`src/rtl/bram2_pair_fetch_ctrl_pkg.sv`:
```
// rtl/bram2_pair_fetch_ctrl_pkg.sv - shared FSM encoding and read-latency limits
package bram2_pair_fetch_ctrl_pkg;

    typedef enum logic [2:0] {
        ST_IDLE = 3'd0,
        ST_RD_A = 3'd1,
        ST_RD_B = 3'd2,
        ST_WAIT = 3'd3,
        ST_RESP = 3'd4
    } state_t;

    localparam int RD_LAT_MIN = 1;
    localparam int RD_LAT_MAX = 3;

endpackage

```
`src/rtl/bram2_pair_fetch_ctrl_if.sv`:
```
// rtl/bram2_pair_fetch_ctrl_if.sv - request, BRAM2 read and response bundle
interface bram2_pair_fetch_ctrl_if #(
    parameter int DATA_W = 32,
    parameter int ADDR_W = 4
);

    logic              req0_valid;
    logic [3:0]        req0_fg_addr;
    logic              req0_ready;
    logic              req1_valid;
    logic [3:0]        req1_fg_addr;
    logic              req1_ready;
    logic              bram_en;
    logic [ADDR_W-1:0] bram_addr;
    logic [DATA_W-1:0] bram_dout;
    logic              rsp_valid;
    logic              rsp_ready;
    logic              rsp_id;
    logic [DATA_W-1:0] rsp_data_a;
    logic [DATA_W-1:0] rsp_data_b;

    modport slave (
        input  req0_valid, req0_fg_addr, req1_valid, req1_fg_addr,
        input  bram_dout, rsp_ready,
        output req0_ready, req1_ready, bram_en, bram_addr,
        output rsp_valid, rsp_id, rsp_data_a, rsp_data_b
    );

    modport master (
        output req0_valid, req0_fg_addr, req1_valid, req1_fg_addr,
        output bram_dout, rsp_ready,
        input  req0_ready, req1_ready, bram_en, bram_addr,
        input  rsp_valid, rsp_id, rsp_data_a, rsp_data_b
    );

endinterface

```
`src/rtl/bram2_pair_fetch_ctrl_fine_grain_map.sv`:
```
// rtl/bram2_pair_fetch_ctrl_fine_grain_map.sv - fine-grain address to BRAM2 pair map
module bram2_pair_fetch_ctrl_fine_grain_map (
    input  logic [3:0] fg_addr,
    output logic [3:0] addr_a,
    output logic [3:0] addr_b
);

    // Index 8 and index F sit alone; every other value pairs up.
    always_comb begin
        addr_a = 4'd0;
        case (fg_addr)
            4'h0, 4'h1: addr_a = 4'd0;
            4'h2, 4'h3: addr_a = 4'd1;
            4'h4, 4'h5: addr_a = 4'd2;
            4'h6, 4'h7: addr_a = 4'd3;
            4'h8:       addr_a = 4'd4;
            4'h9, 4'hA: addr_a = 4'd5;
            4'hB, 4'hC: addr_a = 4'd6;
            4'hD, 4'hE: addr_a = 4'd7;
            4'hF:       addr_a = 4'd8;
            default:    addr_a = 4'd0;
        endcase
    end

    assign addr_b = addr_a + 4'd1;

endmodule

```
`src/rtl/bram2_pair_fetch_ctrl.sv`:
```
// rtl/bram2_pair_fetch_ctrl.sv - round-robin pair fetch sequencer for BRAM2
module bram2_pair_fetch_ctrl
    import bram2_pair_fetch_ctrl_pkg::*;
#(
    parameter int DATA_W = 32,
    parameter int RD_LAT = 1,
    parameter int ADDR_W = 4
) (
    input  logic                    clk,
    input  logic                    rst_n,
    bram2_pair_fetch_ctrl_if.slave  bus
);

    if (RD_LAT < RD_LAT_MIN || RD_LAT > RD_LAT_MAX) begin : g_bad_rd_lat
        $error("bram2_pair_fetch_ctrl: RD_LAT out of range");
    end

    state_t            state;
    logic              last_gnt;
    logic [3:0]        fg_q;
    logic              id_q;
    logic [DATA_W-1:0] data_a;
    logic [DATA_W-1:0] data_b;
    logic              rsp_valid_q;
    logic [RD_LAT-1:0] tag_v;
    logic [RD_LAT-1:0] tag_b;

    logic              gnt_id;
    logic              idle;
    logic              accept;
    logic [3:0]        addr_a;
    logic [3:0]        addr_b;
    logic              issue;
    logic              tag_out_v;
    logic              tag_out_b;

    bram2_pair_fetch_ctrl_fine_grain_map u_map (
        .fg_addr (fg_q),
        .addr_a  (addr_a),
        .addr_b  (addr_b)
    );

    // On contention, grant whoever did not win last; a lone requester always wins.
    assign gnt_id = (bus.req0_valid && bus.req1_valid) ? ~last_gnt : bus.req1_valid;
    assign idle   = (state == ST_IDLE);
    assign accept = idle && (bus.req0_valid || bus.req1_valid);

    assign bus.req0_ready = idle && bus.req0_valid && !gnt_id;
    assign bus.req1_ready = idle && bus.req1_valid &&  gnt_id;

    always_comb begin
        bus.bram_en   = 1'b0;
        bus.bram_addr = '0;
        if (state == ST_RD_A) begin
            bus.bram_en   = 1'b1;
            bus.bram_addr = ADDR_W'(addr_a);
        end else if (state == ST_RD_B) begin
            bus.bram_en   = 1'b1;
            bus.bram_addr = ADDR_W'(addr_b);
        end
    end

    // Tags ride alongside the BRAM pipeline so only our own reads are captured.
    assign issue     = (state == ST_RD_A) || (state == ST_RD_B);
    assign tag_out_v = tag_v[RD_LAT-1];
    assign tag_out_b = tag_b[RD_LAT-1];

    always_ff @(posedge clk or negedge rst_n) begin
        if (!rst_n) begin
            tag_v <= '0;
            tag_b <= '0;
        end else begin
            tag_v[0] <= issue;
            tag_b[0] <= (state == ST_RD_B);
            for (int i = 1; i < RD_LAT; i++) begin
                tag_v[i] <= tag_v[i-1];
                tag_b[i] <= tag_b[i-1];
            end
        end
    end

    always_ff @(posedge clk or negedge rst_n) begin
        if (!rst_n) begin
            state       <= ST_IDLE;
            last_gnt    <= 1'b1;
            fg_q        <= '0;
            id_q        <= 1'b0;
            data_a      <= '0;
            data_b      <= '0;
            rsp_valid_q <= 1'b0;
        end else begin
            if (tag_out_v) begin
                if (tag_out_b) begin
                    data_b <= bus.bram_dout;
                end else begin
                    data_a <= bus.bram_dout;
                end
            end

            case (state)
                ST_IDLE: begin
                    if (accept) begin
                        fg_q     <= gnt_id ? bus.req1_fg_addr : bus.req0_fg_addr;
                        id_q     <= gnt_id;
                        last_gnt <= gnt_id;
                        state    <= ST_RD_A;
                    end
                end
                ST_RD_A: state <= ST_RD_B;
                ST_RD_B: state <= ST_WAIT;
                ST_WAIT: begin
                    if (tag_out_v && tag_out_b) begin
                        state       <= ST_RESP;
                        rsp_valid_q <= 1'b1;
                    end
                end
                ST_RESP: begin
                    if (bus.rsp_ready) begin
                        state       <= ST_IDLE;
                        rsp_valid_q <= 1'b0;
                    end
                end
                default: begin
                    state       <= ST_IDLE;
                    rsp_valid_q <= 1'b0;
                end
            endcase
        end
    end

    assign bus.rsp_valid  = rsp_valid_q;
    assign bus.rsp_id     = id_q;
    assign bus.rsp_data_a = data_a;
    assign bus.rsp_data_b = data_b;

endmodule
```
`src/flat_wrapper.sv`:
```
// flat-port wrapper written by rule: the top's interface ports become plain ports
module bram2_pair_fetch_ctrl_flat import bram2_pair_fetch_ctrl_pkg::*;
#(
    parameter int DATA_W = 32,
    parameter int RD_LAT = 1,
    parameter int ADDR_W = 4
)
  (clk, rst_n, bus_req0_valid, bus_req0_fg_addr, bus_req1_valid, bus_req1_fg_addr, bus_bram_dout, bus_rsp_ready, bus_req0_ready, bus_req1_ready, bus_bram_en, bus_bram_addr, bus_rsp_valid, bus_rsp_id, bus_rsp_data_a, bus_rsp_data_b);
  bram2_pair_fetch_ctrl_if #(.DATA_W(DATA_W), .ADDR_W(ADDR_W)) bus_i ();
  input  logic clk;
  input  logic rst_n;
  input wire logic [$bits(bus_i.req0_valid)-1:0] bus_req0_valid;
  input wire logic [$bits(bus_i.req0_fg_addr)-1:0] bus_req0_fg_addr;
  input wire logic [$bits(bus_i.req1_valid)-1:0] bus_req1_valid;
  input wire logic [$bits(bus_i.req1_fg_addr)-1:0] bus_req1_fg_addr;
  input wire logic [$bits(bus_i.bram_dout)-1:0] bus_bram_dout;
  input wire logic [$bits(bus_i.rsp_ready)-1:0] bus_rsp_ready;
  output wire logic [$bits(bus_i.req0_ready)-1:0] bus_req0_ready;
  output wire logic [$bits(bus_i.req1_ready)-1:0] bus_req1_ready;
  output wire logic [$bits(bus_i.bram_en)-1:0] bus_bram_en;
  output wire logic [$bits(bus_i.bram_addr)-1:0] bus_bram_addr;
  output wire logic [$bits(bus_i.rsp_valid)-1:0] bus_rsp_valid;
  output wire logic [$bits(bus_i.rsp_id)-1:0] bus_rsp_id;
  output wire logic [$bits(bus_i.rsp_data_a)-1:0] bus_rsp_data_a;
  output wire logic [$bits(bus_i.rsp_data_b)-1:0] bus_rsp_data_b;
  assign bus_i.req0_valid = bus_req0_valid;
  assign bus_i.req0_fg_addr = bus_req0_fg_addr;
  assign bus_i.req1_valid = bus_req1_valid;
  assign bus_i.req1_fg_addr = bus_req1_fg_addr;
  assign bus_i.bram_dout = bus_bram_dout;
  assign bus_i.rsp_ready = bus_rsp_ready;
  assign bus_req0_ready = bus_i.req0_ready;
  assign bus_req1_ready = bus_i.req1_ready;
  assign bus_bram_en = bus_i.bram_en;
  assign bus_bram_addr = bus_i.bram_addr;
  assign bus_rsp_valid = bus_i.rsp_valid;
  assign bus_rsp_id = bus_i.rsp_id;
  assign bus_rsp_data_a = bus_i.rsp_data_a;
  assign bus_rsp_data_b = bus_i.rsp_data_b;
  bram2_pair_fetch_ctrl #(.DATA_W(DATA_W), .RD_LAT(RD_LAT), .ADDR_W(ADDR_W)) u_core (.clk(clk), .rst_n(rst_n), .bus(bus_i));
endmodule
```
`config.mk`:
```
export PLATFORM = sky130hd
export DESIGN_NAME = bram2_pair_fetch_ctrl_flat
export DESIGN_NICKNAME = d
export VERILOG_FILES = /design/src/rtl/bram2_pair_fetch_ctrl_pkg.sv /design/src/rtl/bram2_pair_fetch_ctrl_if.sv /design/src/rtl/bram2_pair_fetch_ctrl_fine_grain_map.sv /design/src/rtl/bram2_pair_fetch_ctrl.sv /design/src/flat_wrapper.sv
export SDC_FILE = /design/constraint.sdc
export NUM_CORES = 1
export LEC_CHECK = 0
export ABC_CLOCK_PERIOD_IN_PS = 4500
export CAP_MARGIN = 20
export CORE_AREA = 4 4 76 78
export CTS_BUF_LIST = sky130_fd_sc_hd__clkbuf_4 sky130_fd_sc_hd__clkbuf_8
export DETAILED_ROUTE_END_ITERATION = 8
export DIE_AREA = 0 0 80 82
export DONT_BUFFER_PORTS = 1
export PLACE_DENSITY_LB_ADDON = 0.2
export SLEW_MARGIN = 20
export SYNTH_ARGS = -nofsm -noshare
export SYNTH_HDL_FRONTEND = slang
export SYNTH_SLANG_ARGS = --single-unit
```
`constraint.sdc`:
```
create_clock -name clk -period 4.5 [get_ports clk]
set_clock_uncertainty 0.05 [all_clocks]
set_input_delay 0.9 -clock clk [delete_from_list [all_inputs] [get_ports clk]]
set_output_delay 0.9 -clock clk [all_outputs]
set_load 0.05 [all_outputs]
```
### After elaboration in Yosys (flattened, before gate mapping)

Memories as Yosys holds them, arrays and structs flattened.
Cells that the tools add are included.
W data, S select, Z words.

* register bits after elaboration: 76
* ROM bits: 64
* bits of input ports: 45
* output and inout bits: 73
* word-level logic and storage cells: 51
* memories kept: 1

Memory list
* (name not given): words 16, bits a word 4, read ports 1, clocked after Yosys merged registers in 0, write ports 0, line bram2_pair_fetch_ctrl_fine_grain_map.sv:11 `case (fg_addr)`

* add/subtract/negate cells: 1
* equality and inequality tests: 7
* mux-type cells: 13
* bitwise gates (word level): 3
* reductions and logical operators: 17

Operators with widths (number)
* $pmux W3 S5: 1
* $mux W4: 3
* $mux W3: 3
* $logic_and A1 B1 Y1: 7
* $eq A3 B2 Y1 const B: 2
* $reduce_and A2 Y1: 3
* $reduce_and A3 Y1: 2
* $mux W1: 5
* $add A4 B1 Y4 const B: 1
* $ne A2 B2 Y1 const B: 2
* $eq A3 B1 Y1 const B: 1
* $eq A3 B3 Y1 const B: 1
* $logic_not A3 Y1: 1
* $not A1 Y1: 3
* $pmux W1 S3: 1
* $reduce_or A3 Y1: 1
* $logic_or A1 B1 Y1: 2
* $ne A2 B1 Y1 const B: 1
* $logic_not A1 Y1: 1

### Longest topological paths before layout

* depth after elaboration: 4
* depth in mapped cells: 6
* mapped depth without buffers: 6

### By module

A second synthesis with hierarchy kept.

* cells, all modules: 225
* area total of the unflattened synthesis: 3155.5 um^2

Modules (own cells, without submodules)
* bram2_pair_fetch_ctrl: times used 1, cells each 197, area each 2972.9 um^2, seq. area each 1903.1 um^2
* bram2_pair_fetch_ctrl_fine_grain_map: times used 1, cells each 28, area each 182.7 um^2, seq. area each 0.0 um^2

### Worst setup path after synthesis

Ideal clock, no wire load.

* path kind: reg-to-output
* from: reg u_core.fg_q[0]
* to: out bus_bram_addr[1]
* arrival time: 2.106 ns
* data required time: 3.550 ns
* slack: 1.444 ns
* cell stages (with the launch flop): 6
* path buffers: 0
* cell sequence: dfrtp_1 > ha_1 > mux2_2 > ha_1 > nand3b_1 > a21oi_1

* longest elaborated chain between the ends: 4

Ends and longest elaborated chain
* start: declaration: line bram2_pair_fetch_ctrl.sv:20 `logic [3:0] fg_q;`
* start signal: assignment: line bram2_pair_fetch_ctrl.sv:103 `fg_q <= gnt_id ? bus.req1_fg_addr : bus.req0_fg_addr;`
* $mem_v2 Z16 W4 *
* $add A4 B1 Y4: line bram2_pair_fetch_ctrl_fine_grain_map.sv:25 `assign addr_b = addr_a + 4'd1;`
* $mux W4: line bram2_pair_fetch_ctrl.sv:57 `end else if (state == ST_RD_B) begin`
* $mux W4 *: line bram2_pair_fetch_ctrl.sv:54 `if (state == ST_RD_A) begin`
* end: declaration: line flat_wrapper.sv:21 `output wire logic [$bits(bus_i.bram_addr)-1:0] bus_bram_addr;`

Every way passes the cells marked *; elsewhere a longest branch is shown, timed or not.

### Final worst setup path

* from: reg u_core.fg_q[0]
* to: out bus_bram_addr[0]

Same word-level chain as after synthesis.

==> summary.md <==
| Metric | Value |
|---|---|
| Mapped Cells | approximately 210 |
| WL per Instance | roughly 21 µm |
| Total wire length | 6.10 mm |
| Final core utilization | 0.666 |
| DR vias | ~1700 |
| Number of I/O port buffers | 0 |
| #FFs+latches synth | 76 |
| Routability congestion estimate | around 0.84 |
| CTS Hold Bufs | 0 |
| Status | completed |
| Slowest stage delay, CP | around 0.77 ns |
| Post-CTS setup buffers | 0 |
| WS Path Type | flop to output pin |
| Crit start category | flop |
| Top post-synthesis cells by count | dfrtp_1 (75), mux2_2 (66), buf_6 (8), nand2_1 (5), nor2_1 (5) |
| CTS H-tree depth | 3 |
| CORE AREA | just over 5000 µm² |
| Final Slew Violations | 0 |
| R2r startpoint | u_core.state[1]$_DFFE_PN0P_ |
| Area leader, netlist | dfrtp_1 |
| Max cap viols | 0 |
| CP Capture Type | output pin |
| Synthesized area per cell | 15.1 µm² |
| GRT Residual Overflow | 0 |
| Worst Setup EP | bus_bram_addr[0] |
| CTS tree | done |
| CP startpoint | u_core.fg_q[0]$_DFFE_PN0P_ |
| Final Cycle Share | 0.726 |
| Sequential area share after synthesis | 0.595 |
| Worst r2r path cells | 2 |
| Clock sink total | 76 |
| Routed Antenna Nets | 0 |
| Largest net degree at the start of global routing | slightly below 80 |
| Worst path top cell family by delay | simple AND/OR/NAND/NOR gates |
| Vias in the first global route | 1998 |
| Insertion delay to the later sink of the worst-skew pair | roughly 0.33 ns |
| Yosys warns | 0 |
| Die ar. | around 6600 µm² |
| Most common cell in the netlist | dfrtp_1 |
| Worst R2R End | u_core.tag_out_v$_DFF_PN0_ |
| Proportion of layout cells with a drive suffix above 1 | 0.425 |
| Unrepaired setup endpoints after global routing | false |
| Netlist cell types | 38 |
| CP Buf/Inv Count | 0 |
| Synthesized area | approximately 3200 µm² |
| Required time of the critical path | around 3.6 ns |
| Final setup violating endpoints | 0 |
| Async set-reset flop share out of synthesis | 1.00 |
| Detailed placement HPWL | 4.42 mm |
| CP Cell Sequence | ha_1, mux2_2, mux2i_1, nor2b_1 |
| Initial core utilization | 0.631 |
| Setup TNS | 0 ns |
| Clock transition at path regs | approximately 0.080 ns |
| Slew headroom | 0.259 |
| Initial DRC Count | 33 |
| Diodes inserted | 0 |
| Worst-margin pin slew | 1.11 ns |
| Syn nets | 260 |
| Initial antenna violation count | 0 |
| I/O pins | 118 |
| Maximum root-to-sink buffer count | 2 |
| Die Span Y | about 80 µm |
| TritonCTS Buffers | 9 |
| Die width | 80 µm |
| Stages on the worst setup path | 4 |
| Top cell type's share of synthesized area | 0.586 |
| Max FO, Critical Path | 4 |
| Drt drc | 0 |
| Nets | 262 |
| Type of the worst min-delay path | input port to asynchronous set/reset pin |
| Worst EP arrival | 2.32 ns |
| EDFF count, synth | 0 |
| Post_cts resized | 0 |
| GRT Resource Usage Total | 0.199 |
| CTS Root Cell | clkbuf_8 |
| Fmax | 0.306 GHz |
| Layout area overhead | 5.63% |
| Vias/cell | slightly below 6 |
| Synth area leaders | dfrtp_1 (59%), mux2_2 (23%), buf_6 (2.8%), mux2_4 (1.4%), ha_1 (1.2%) |
| Ys flop type | dfrtp_1 |
| Period minus WS final | about 3.3 ns |
| 1st-pass router iterations | 4 |
| CP max-delay cell | nor2b_1 |
| Worst reg-to-reg setup slack | 2.52 ns |
| Hold Vio Cnt, Final | 0 |
| First-pass GRT wire length | approximately 9.9 mm |
| Cell Rows | 26 |
-- registers in the layout, summed over array words and instances (netlist names) --
register,cells
u_core.state,3
u_core.bus.rsp_data_b,32
u_core.tag_b,1
u_core.last_gnt,1
u_core.bus.rsp_data_a,32
u_core.tag_out_v,1
u_core.bus.rsp_id,1
u_core.fg_q,4
u_core.bus.rsp_valid,1
-- cell type report --
type	instances	area, µm²
fillers	368	1690
well taps	70	87.6
inverters	2	7.51
multi-input cells	123	1180
clock inverters	5	37.5
repair buffers	2	15.0
clock buffers	11	145
flip-flops and latches	76	1900
-- cell usage in the layout (no fill, tap or decap), types with 2 or more instances in the layout --
master,instances
dfrtp_1,75
mux2_2,66
clkbuf_8,10
nor2_1,5
nand2_1,5
a21oi_1,4
a31oi_1,4
mux2i_1,3
mux2_4,3
ha_1,3
or2b_1,2
nand3b_1,2
nor2b_1,2
inv_1,2
o21bai_1,2
o21ai_0,2
mux2_1,2
clkinvlp_4,2
clkinv_4,2
buf_4,2
-- worst min path at each step --
stage                                      from                               endpoint  slack, ns  depth (start not counted)
finish                                    rst_n       u_core.bus.rsp_valid$_DFFE_PN0P_       0.21                          0
global route                              rst_n  u_core.bus.rsp_data_a[27]$_DFFE_PN0P_       0.18                          0
CTS                                       rst_n  u_core.bus.rsp_data_b[16]$_DFFE_PN0P_       0.19                          0
detailed placement   u_core.fg_q[0]$_DFFE_PN0P_             u_core.fg_q[0]$_DFFE_PN0P_       0.49                          1
global placement    u_core.last_gnt$_DFFE_PN1P_            u_core.last_gnt$_DFFE_PN1P_       0.47                          2
floorplan           u_core.last_gnt$_DFFE_PN1P_            u_core.last_gnt$_DFFE_PN1P_       0.46                          2
-- through the flow --
| step | setup WS (ns) | instances | instance area [µm²] | hold WS, ns |
|---|---|---|---|---|
| final | 1.23 | 289 | 3380 | 0.209 |
| after global routing | 1.18 | 289 | 3380 | 0.182 |
| after CTS | 1.22 | 289 | 3380 | 0.187 |
| after detailed placement | 1.61 | 273 | 3200 | 0.486 |
| after global placement | 1.65 | 273 | 3200 | 0.472 |
| after floorplan | 1.44 | 212 | 3200 | 0.462 |
-- routing by layer --
layer	track usage	share of wire	vias up
met5	0	0	-
li1	-	-	760
met2	0.328	0.50	89
met3	0.0658	0.11	9
met4	0.0929	0.018	0
met1	0.239	0.37	846
-- cells by family (layout without fill, tap and decap cells) --
family	after synthesis	count (layout)	share of synthesized area
flip-flops	76	76	0.595
XOR/XNOR	1	1	0.00274
AND/OR/NAND/NOR	26	26	0.0516
adder cells (fa/ha/maj)	3	3	0.0117
AO/OA/AOI/OAI	19	19	0.0414
multiplexers	74	74	0.263
buffers and inverters	13	20	0.0352
Power is left out: the tool's default activity adds up to more than one toggle a clock period on the data nets, which glitch-free logic cannot reach.
